[src/rtl/calc_seq_ctrl_if.sv]
// calc_seq_ctrl_if: keypad handshake, ALU handshake and datapath control bundle for calc_seq_ctrl
interface calc_seq_ctrl_if #(
  parameter int NDW = 3
);
  logic [3:0] key;
  logic key_vld;
  logic key_rdy;
  logic alu_done;
  logic alu_err;
  logic [1:0] cont;
  logic sel_b;
  logic [1:0] op;
  logic [NDW-1:0] ndig;
  logic err;
  modport master (
    output key, key_vld, alu_done, alu_err,
    input  key_rdy, cont, sel_b, op, ndig, err
  );
  modport slave (
    input  key, key_vld, alu_done, alu_err,
    output key_rdy, cont, sel_b, op, ndig, err
  );
endinterface

[src/rtl/calc_seq_ctrl.sv]
// calc_seq_ctrl: sequential keypad control unit issuing registered control codes to the calculator datapath.
// Optional feature macro CALC_REPEAT_EQ_EN: '=' on a shown result re-executes the last operation.
module calc_seq_ctrl #(
  parameter int DIGITS = 4,
  parameter int NDW = $clog2(DIGITS + 1)
) (
  input logic clk,
  input logic rst,
  calc_seq_ctrl_if.slave bus
);
  typedef enum logic [2:0] {S_A, S_OP, S_B, S_EXEC, S_RES, S_LOAD} state_t;
  state_t state, state_n;
  logic [1:0] cont_n, op_n, pend, pend_n, kop;
  logic sel_n, err_n, to_op, to_op_n;
  logic [NDW-1:0] ndig_n;
  logic acc, is_dig, is_op, is_eq, is_clr, room;
  assign bus.key_rdy = (state != S_EXEC) && (state != S_LOAD);
  assign acc = bus.key_vld && bus.key_rdy;
  assign is_dig = bus.key < 4'd10;
  assign is_op = (bus.key >= 4'd10) && (bus.key <= 4'd13);
  assign is_eq = bus.key == 4'd14;
  assign is_clr = bus.key == 4'd15;
  assign kop = bus.key[1:0] - 2'd2;
  assign room = bus.ndig < NDW'(DIGITS);
  always_comb begin
    state_n = state;
    cont_n = 2'b00;
    sel_n = bus.sel_b;
    op_n = bus.op;
    ndig_n = bus.ndig;
    err_n = bus.err;
    pend_n = pend;
    to_op_n = to_op;
    if (state == S_EXEC) begin
      // the cont=10 cycle itself never completes the operation
      if (bus.alu_done && bus.cont != 2'b10) begin
        err_n = bus.err | bus.alu_err;
        state_n = to_op ? S_OP : S_RES;
        op_n = to_op ? pend : bus.op;
        ndig_n = to_op ? '0 : bus.ndig;
      end
    end else if (state == S_LOAD) begin
      cont_n = 2'b01;
      sel_n = 1'b0;
      ndig_n = NDW'(1);
      state_n = S_A;
    end else if (acc && is_clr) begin
      cont_n = 2'b11;
      ndig_n = '0;
      sel_n = 1'b0;
      err_n = 1'b0;
      state_n = S_A;
    end else if (acc && !bus.err) begin
      case (state)
        S_A: begin
          if (is_dig) begin
            cont_n = room ? 2'b01 : 2'b00;
            ndig_n = room ? bus.ndig + NDW'(1) : bus.ndig;
            err_n = !room;
          end else if (is_op) begin
            op_n = kop;
            sel_n = 1'b1;
            ndig_n = '0;
            state_n = S_OP;
          end
        end
        S_OP: begin
          if (is_dig) begin
            cont_n = 2'b01;
            ndig_n = NDW'(1);
            state_n = S_B;
          end else if (is_op) begin
            op_n = kop;
          end else if (is_eq) begin
            err_n = 1'b1;
          end
        end
        S_B: begin
          if (is_dig) begin
            cont_n = room ? 2'b01 : 2'b00;
            ndig_n = room ? bus.ndig + NDW'(1) : bus.ndig;
            err_n = !room;
          end else begin
            // a chained operator executes first and is latched only on completion
            cont_n = 2'b10;
            pend_n = is_op ? kop : pend;
            to_op_n = is_op;
            state_n = S_EXEC;
          end
        end
        S_RES: begin
          if (is_dig) begin
            cont_n = 2'b11;
            state_n = S_LOAD;
          end else if (is_op) begin
            op_n = kop;
            sel_n = 1'b1;
            ndig_n = '0;
            state_n = S_OP;
          end
`ifdef CALC_REPEAT_EQ_EN
          else if (is_eq) begin
            cont_n = 2'b10;
            to_op_n = 1'b0;
            state_n = S_EXEC;
          end
`endif
        end
        default: ;
      endcase
    end
  end
  always_ff @(posedge clk) begin
    if (rst) begin
      state <= S_A;
      bus.cont <= 2'b00;
      bus.sel_b <= 1'b0;
      bus.op <= 2'b00;
      bus.ndig <= '0;
      bus.err <= 1'b0;
      pend <= 2'b00;
      to_op <= 1'b0;
    end else begin
      state <= state_n;
      bus.cont <= cont_n;
      bus.sel_b <= sel_n;
      bus.op <= op_n;
      bus.ndig <= ndig_n;
      bus.err <= err_n;
      pend <= pend_n;
      to_op <= to_op_n;
    end
  end
endmodule

[src/flat_wrapper.sv]
// flat-port wrapper written by rule: the top's interface ports become plain ports
module calc_seq_ctrl_flat 
#(
  parameter int DIGITS = 4,
  parameter int NDW = $clog2(DIGITS + 1)
)
  (clk, rst, bus_key, bus_key_vld, bus_alu_done, bus_alu_err, bus_key_rdy, bus_cont, bus_sel_b, bus_op, bus_ndig, bus_err);
  calc_seq_ctrl_if #(.NDW(NDW)) bus_i ();
  input logic clk;
  input logic rst;
  input wire logic [$bits(bus_i.key)-1:0] bus_key;
  input wire logic [$bits(bus_i.key_vld)-1:0] bus_key_vld;
  input wire logic [$bits(bus_i.alu_done)-1:0] bus_alu_done;
  input wire logic [$bits(bus_i.alu_err)-1:0] bus_alu_err;
  output wire logic [$bits(bus_i.key_rdy)-1:0] bus_key_rdy;
  output wire logic [$bits(bus_i.cont)-1:0] bus_cont;
  output wire logic [$bits(bus_i.sel_b)-1:0] bus_sel_b;
  output wire logic [$bits(bus_i.op)-1:0] bus_op;
  output wire logic [$bits(bus_i.ndig)-1:0] bus_ndig;
  output wire logic [$bits(bus_i.err)-1:0] bus_err;
  assign bus_i.key = bus_key;
  assign bus_i.key_vld = bus_key_vld;
  assign bus_i.alu_done = bus_alu_done;
  assign bus_i.alu_err = bus_alu_err;
  assign bus_key_rdy = bus_i.key_rdy;
  assign bus_cont = bus_i.cont;
  assign bus_sel_b = bus_i.sel_b;
  assign bus_op = bus_i.op;
  assign bus_ndig = bus_i.ndig;
  assign bus_err = bus_i.err;
  calc_seq_ctrl #(.DIGITS(DIGITS), .NDW(NDW)) u_core (.clk(clk), .rst(rst), .bus(bus_i));
endmodule
[config.mk]
export PLATFORM = sky130hd
export DESIGN_NAME = calc_seq_ctrl_flat
export DESIGN_NICKNAME = d
export VERILOG_FILES = /design/src/rtl/calc_seq_ctrl_if.sv /design/src/rtl/calc_seq_ctrl.sv /design/src/flat_wrapper.sv
export SDC_FILE = /design/constraint.sdc
export NUM_CORES = 1
export LEC_CHECK = 0
export BUFFER_PORTS_ARGS = -buffer_cell sky130_fd_sc_hd__clkbuf_2
export CORE_MARGIN = 4
export CORE_UTILIZATION = 45
export DETAILED_ROUTE_END_ITERATION = 12
export HOLD_SLACK_MARGIN = 0.15
export PLACE_DENSITY = 0.68
export SYNTH_ARGS = -nofsm -noshare
export SYNTH_HDL_FRONTEND = slang
export SYNTH_SLANG_ARGS = --single-unit
[constraint.sdc]
create_clock -name clk -period 1.6 [get_ports clk]
set_input_delay 0.16 -clock clk [delete_from_list [all_inputs] [get_ports clk]]
set_output_delay 0.16 -clock clk [all_outputs]
set_load 0.02 [all_outputs]
== Word level (Yosys, flattened, before mapping) ==
Cells that the tools add are included.
Cells by class
  equal/unequal tests: 25
  muxes and demuxes: 59
  add/sub/neg operators: 2
  reductions and logical operators: 31
  bitwise gates (word level): 5
  order comparisons: 4
Operators with widths (number)
  $mux 3: 23
  $mux 2: 14
  $pmux 3 s4: 2
  $mux 1: 18
  $reduce_and 8->1: 2
  $ne 5x5->1 const B: 3
  $reduce_and 7->1: 2
  $reduce_and 6->1: 2
  $reduce_bool 3->1: 4
  $ne 5x1->1 const B: 2
  $eq 4x4->1 const B: 2
  $ne 4x1->1 const B: 2
  $ne 4x4->1 const B: 2
  $pmux 2 s4: 1
  $reduce_bool 4->1: 2
  $reduce_bool 7->1: 1
  $eq 3x2->1 const B: 2
  $eq 3x3->1 const B: 2
  $logic_and 1x1->1: 6
  $ne 2x1->1 const B: 3
  $ne 2x2->1 const B: 3
  $ne 3x3->1 const B: 2
  $reduce_bool 2->1: 3
  $reduce_or 2->1: 3
  15 further kinds: 20
Storage, ports and cells
  word-level logic and storage cells: 135
  register bits: 15
  output and inout bits: 10

== Logic depth before layout (Yosys ltp) ==
  word-level depth: 9
  depth in mapped cells: 7
  depth with buffers taken out: 6

== Worst setup path after synthesis ==
OpenSTA, ideal clock, no wires.
  kind: reg2reg
  start: reg u_core.state[1]
  end: reg u_core.bus.ndig[0]
  stages on the path, launching flop included: 7
  setup slack: -0.153 ns
  path buffers: 1
  clock period less this slack: 1.753 ns
  arrival: 1.632 ns
  required time: 1.479 ns
  path through: dfxtp_1 -> buf_2 -> and2b_1 -> o21ai_2 -> a311oi_1 -> and2_1 -> mux2_2
Between the ends
  word-level cells in the longest chain between the ends: 7
  elaborated cells between the ends (all ways): 25
  classes of those cells: 12 x eq/ne; 5 x mux; 8 x reduce/logical
RTL lines
  start, declared: line calc_seq_ctrl.sv:12  | state_t state, state_n;
  start signal, assigned: line calc_seq_ctrl.sv:124  | state <= state_n;
  $ne 3x2->1 / $ne 3x3->1 (equally long branches): line calc_seq_ctrl.sv:17  | assign bus.key_rdy = (state != S_EXEC) && (state != S_LOAD);
  $logic_and 1x1->1 *: line calc_seq_ctrl.sv:17
  named net bus_key_rdy: line flat_wrapper.sv:15  | output wire logic [$bits(bus_i.key_rdy)-1:0] bus_key_rdy;
  $logic_and 1x1->1 *: line calc_seq_ctrl.sv:18  | assign acc = bus.key_vld && bus.key_rdy;
  branches (longest 4 deep; another with $reduce_and 7->1)
  end signal, assigned: line calc_seq_ctrl.sv:128  | bus.ndig <= ndig_n;
  end, declared: line calc_seq_ctrl_if.sv:21  | output key_rdy, cont, sel_b, op, ndig, err
Mark *: on every way through the listed nets, which the timed path passes. The select of a mux whose other input is x is not followed.
A chain may end at the register's enable or synchronous reset.

== Worst setup path in the final report ==
  start: reg u_core.bus.err
  end: reg u_core.state[1]
Between the ends
  word-level cells in the longest chain between the ends: 4
RTL lines
  start, declared: line calc_seq_ctrl_if.sv:21
  start signal, assigned: line calc_seq_ctrl.sv:129  | bus.err <= err_n;
  $logic_not 1->1: line calc_seq_ctrl.sv:53  | end else if (acc && !bus.err) begin
  $logic_and 1x1->1: line calc_seq_ctrl.sv:53
  $reduce_bool 4->1 (no line)
  $reduce_and 6->1 (no line)
Every way passes these cells.

==> flow_summary.json <==
{
  "status": "complete, but fails checks",
  "violations": "negative setup slack",
  "synth_flop_cell": "dfxtp_1",
  "h-tree-depth": 1,
  "fin_area_um2": 1900,
  "finalHoldViolations": 0,
  "ys_warn_count": 0,
  "finalMaxSlewViolations": 0,
  "clkLatencyLatePin_ns": 0.32,
  "fp.coreArea_um2": 2520,
  "cts_buffers": 3,
  "syn_to_final_growth_pct": 55.2,
  "cp-end-kind": "flip-flop",
  "chipWidth_um": 60.1,
  "leakage_uw": 0.000794,
  "setup.worst_path.class": "flip-flop to flip-flop",
  "reg2reg_slack_ns": -0.11,
  "path_cells": "and2b_2, o311ai_4, a311oi_2, or4b_1, o31ai_1",
  "via_count": 1638,
  "first_pass_iters": 4,
  "crit_fanout": 3,
  "cts_tree": "done",
  "grt_pass1_wl_mm": 7.51,
  "drt_iter0_drc": 106,
  "cp_slowest_cell": "or4b_1",
  "viasPerCell": 6.32,
  "yosysTopAreaCell": "dfxtp_1",
  "fin_crit_sh": 1.07,
  "rows": 18,
  "synth-edff-count": 0,
  "die_h_um": 60.1,
  "syn_area_per_cell_um2": 7.54,
  "post-route-min-period_ns": 1.71,
  "place_congestion": 1.04,
  "grtUsageTotal": 0.282,
  "min_from": "bus_key_vld",
  "pwr_density_cell_nw_per_um2": 499,
  "seq_area_frac_synth": 0.246,
  "synth_area_leaders": "dfxtp_1, a21oi_1, nor2_1",
  "timing.final.ws_setup_ns": -0.106,
  "ys_seq_elements": 15,
  "wl_per_cell_um": 19.1,
  "cp.arrival_ns": 1.93,
  "start_kind": "flip-flop",
  "final_layout_size_suffix_gt1_frac": 0.476,
  "postLayoutCoreUtil": 0.751,
  "netlist.area_leader.share": 0.246,
  "grt_max_degree": 19,
  "worst_slew_pin_slew_ns": 0.326,
  "synthTopCellsByCount": "nor2_1, dfxtp_1, a21oi_1",
  "syn_nets": 172,
  "start_util": 0.484,
  "maxSlewHeadroom": 0.783,
  "hold_path.class": "primary input to flip-flop",
  "n_antenna_cell": 0,
  "dp_hpwl_mm": 3.43,
  "rr_startpoint": "u_core.bus.err$_SDFFE_PP0P_",
  "root_buffer": "clkbuf_4",
  "clock.fmax_ghz": 0.586,
  "antenna_found_initial": 0,
  "overflow": 0,
  "port_buffers": 18,
  "cts_buffer_depth": 2,
  "syn_inst": 162,
  "cap_viol_max_count": 0,
  "synth-async-reset-ratio": 0,
  "wirelength_mm": 4.96,
  "clk_pin_slew_ns": 0.13,
  "critPathMaxStageDelay_ns": 0.47,
  "clock-sinks": 15,
  "synth_cell_types": 49,
  "fin_nets": 240,
  "whs_path_depth": 4,
  "placed_area_um2": 1710,
  "drcViolationCount": 0,
  "ir_drop_mv": 0.625,
  "reg2reg_depth": 5,
  "holdPathEnd": "u_core.bus.cont[1]$_SDFF_PP0_",
  "rsz0062_at_grt": "yes",
  "fin_skew_ns": 0.0220,
  "ant_nets": 0,
  "synth_most_common_cell": "nor2_1",
  "crit_required_ns": 1.82,
  "grt_pass1_vias": 1563,
  "dieArea_um2": 3610,
  "worstReg2RegEnd": "u_core.state[1]$_SDFFE_PP0P_",
  "io_pins": 19,
  "setup_violations": 3,
  "syn_area_um2": 1220
}
[placed cells by master, fill, tap and decap left out, types with 3 or more instances in the layout]
cell / synthesis / routed
a21oi_1: 13 / 9
a21oi_2: 0 / 4
a31oi_1: 5 / 5
and3_1: 4 / 4
buf_4: 0 / 52
clkbuf_2: 0 / 17
clkbuf_4: 0 / 3
dfxtp_1: 15 / 9
dfxtp_2: 0 / 3
dfxtp_4: 0 / 3
inv_1: 4 / 4
mux2i_1: 4 / 4
nand2_1: 12 / 10
nand2b_1: 7 / 6
nand3_1: 5 / 5
nand4_1: 7 / 7
nor2_1: 16 / 15
nor2b_1: 5 / 4
nor3_1: 3 / 3
o211ai_1: 3 / 3
o21ai_0: 8 / 6
o31ai_1: 3 / 3
[power breakdown]
group	switching, uW	total [uW]	internal (uW)
clock network	162	256	93.6
logic	156	299	143
registers	9.26	392	382
total	328	946	619
[cells by family (layout without fill, tap and decap cells)]
| family | count (synthesis) | in the layout | synth area share |
|---|---|---|---|
| AO/OA/AOI/OAI | 53 | 53 | 0.310 |
| XOR/XNOR | 2 | 2 | 0.0143 |
| adder cells (fa/ha/maj) | 1 | 1 | 0.0102 |
| buffers and inverters | 15 | 82 | 0.0523 |
| flip-flops | 15 | 15 | 0.246 |
| multiplexers | 6 | 6 | 0.0512 |
| AND/OR/NAND/NOR | 70 | 70 | 0.316 |
[timing repair]
item                                    4_1_cts  5_1_grt
hold buffers                                  2        0
pin swaps                                     2        8
resized for setup                            13       15
hold endpoints to repair                      1        0
endpoints found under the setup margin        8       12
buffers inserted                              5        2
[flip-flops by register name, indices dropped and copies added (netlist names)]
register,flops
u_core.state,3
u_core.bus.err,1
u_core.bus.op,2
u_core.bus.ndig,3
u_core.bus.sel_b,1
u_core.to_op,1
u_core.bus.cont,2
u_core.pend,2
[metal layers]
| metal | global-route usage | wire [um] |
|---|---|---|
| met1 | 0.354 | 1990 |
| met2 | 0.434 | 2340 |
| met3 | 0.0648 | 434 |
| met4 | 0.171 | 189 |
| met5 | 0 | 0 |
[stage by stage]
stage	worst slack, ns	cells	hold WS, ns	setup TNS, ns	total power, uW
floorplan	-0.0686	162	0.278	-0.186	551
global placement	-0.111	247	0.462	-0.293	667
detailed placement	-0.139	247	0.476	-0.458	670
CTS	-0.0665	258	0.232	-0.181	936
global route	-0.140	259	0.260	-0.571	989
finish	-0.106	259	0.245	-0.290	946
[critical path: cells and delay by family (launching register included)]
kind               cells  cell delay [ns]
DFF                    1             0.36
AOI/OAI and AO/OA      3             0.51
and+or+nand+nor        2             0.74
[layout make-up]
type,instances,area (um2)
fillers,189,627
well taps,30,37.5
clock buffers,3,22.5
repair buffers,74,533
flip-flops and latches,15,315
clock inverters,1,5.00
multi-input cells,132,967
inverters,4,15.0
[worst max-delay path by stage]
stage,from,to,slack [ns]
6_report,u_core.bus.err$_SDFFE_PP0P_,u_core.state[1]$_SDFFE_PP0P_,-0.11
3_3_place_gp,u_core.state[2]$_SDFFE_PP0P_,u_core.bus.ndig[1]$_SDFFE_PP0P_,-0.11
5_1_grt,u_core.bus.err$_SDFFE_PP0P_,u_core.state[1]$_SDFFE_PP0P_,-0.14
4_1_cts,u_core.bus.err$_SDFFE_PP0P_,u_core.state[1]$_SDFFE_PP0P_,-0.07
3_5_place_dp,u_core.state[1]$_SDFFE_PP0P_,u_core.bus.ndig[1]$_SDFFE_PP0P_,-0.14
2_1_floorplan,u_core.state[1]$_SDFFE_PP0P_,u_core.bus.ndig[0]$_SDFFE_PP0P_,-0.07
Note: power is estimated with default switching activity, not from simulation.
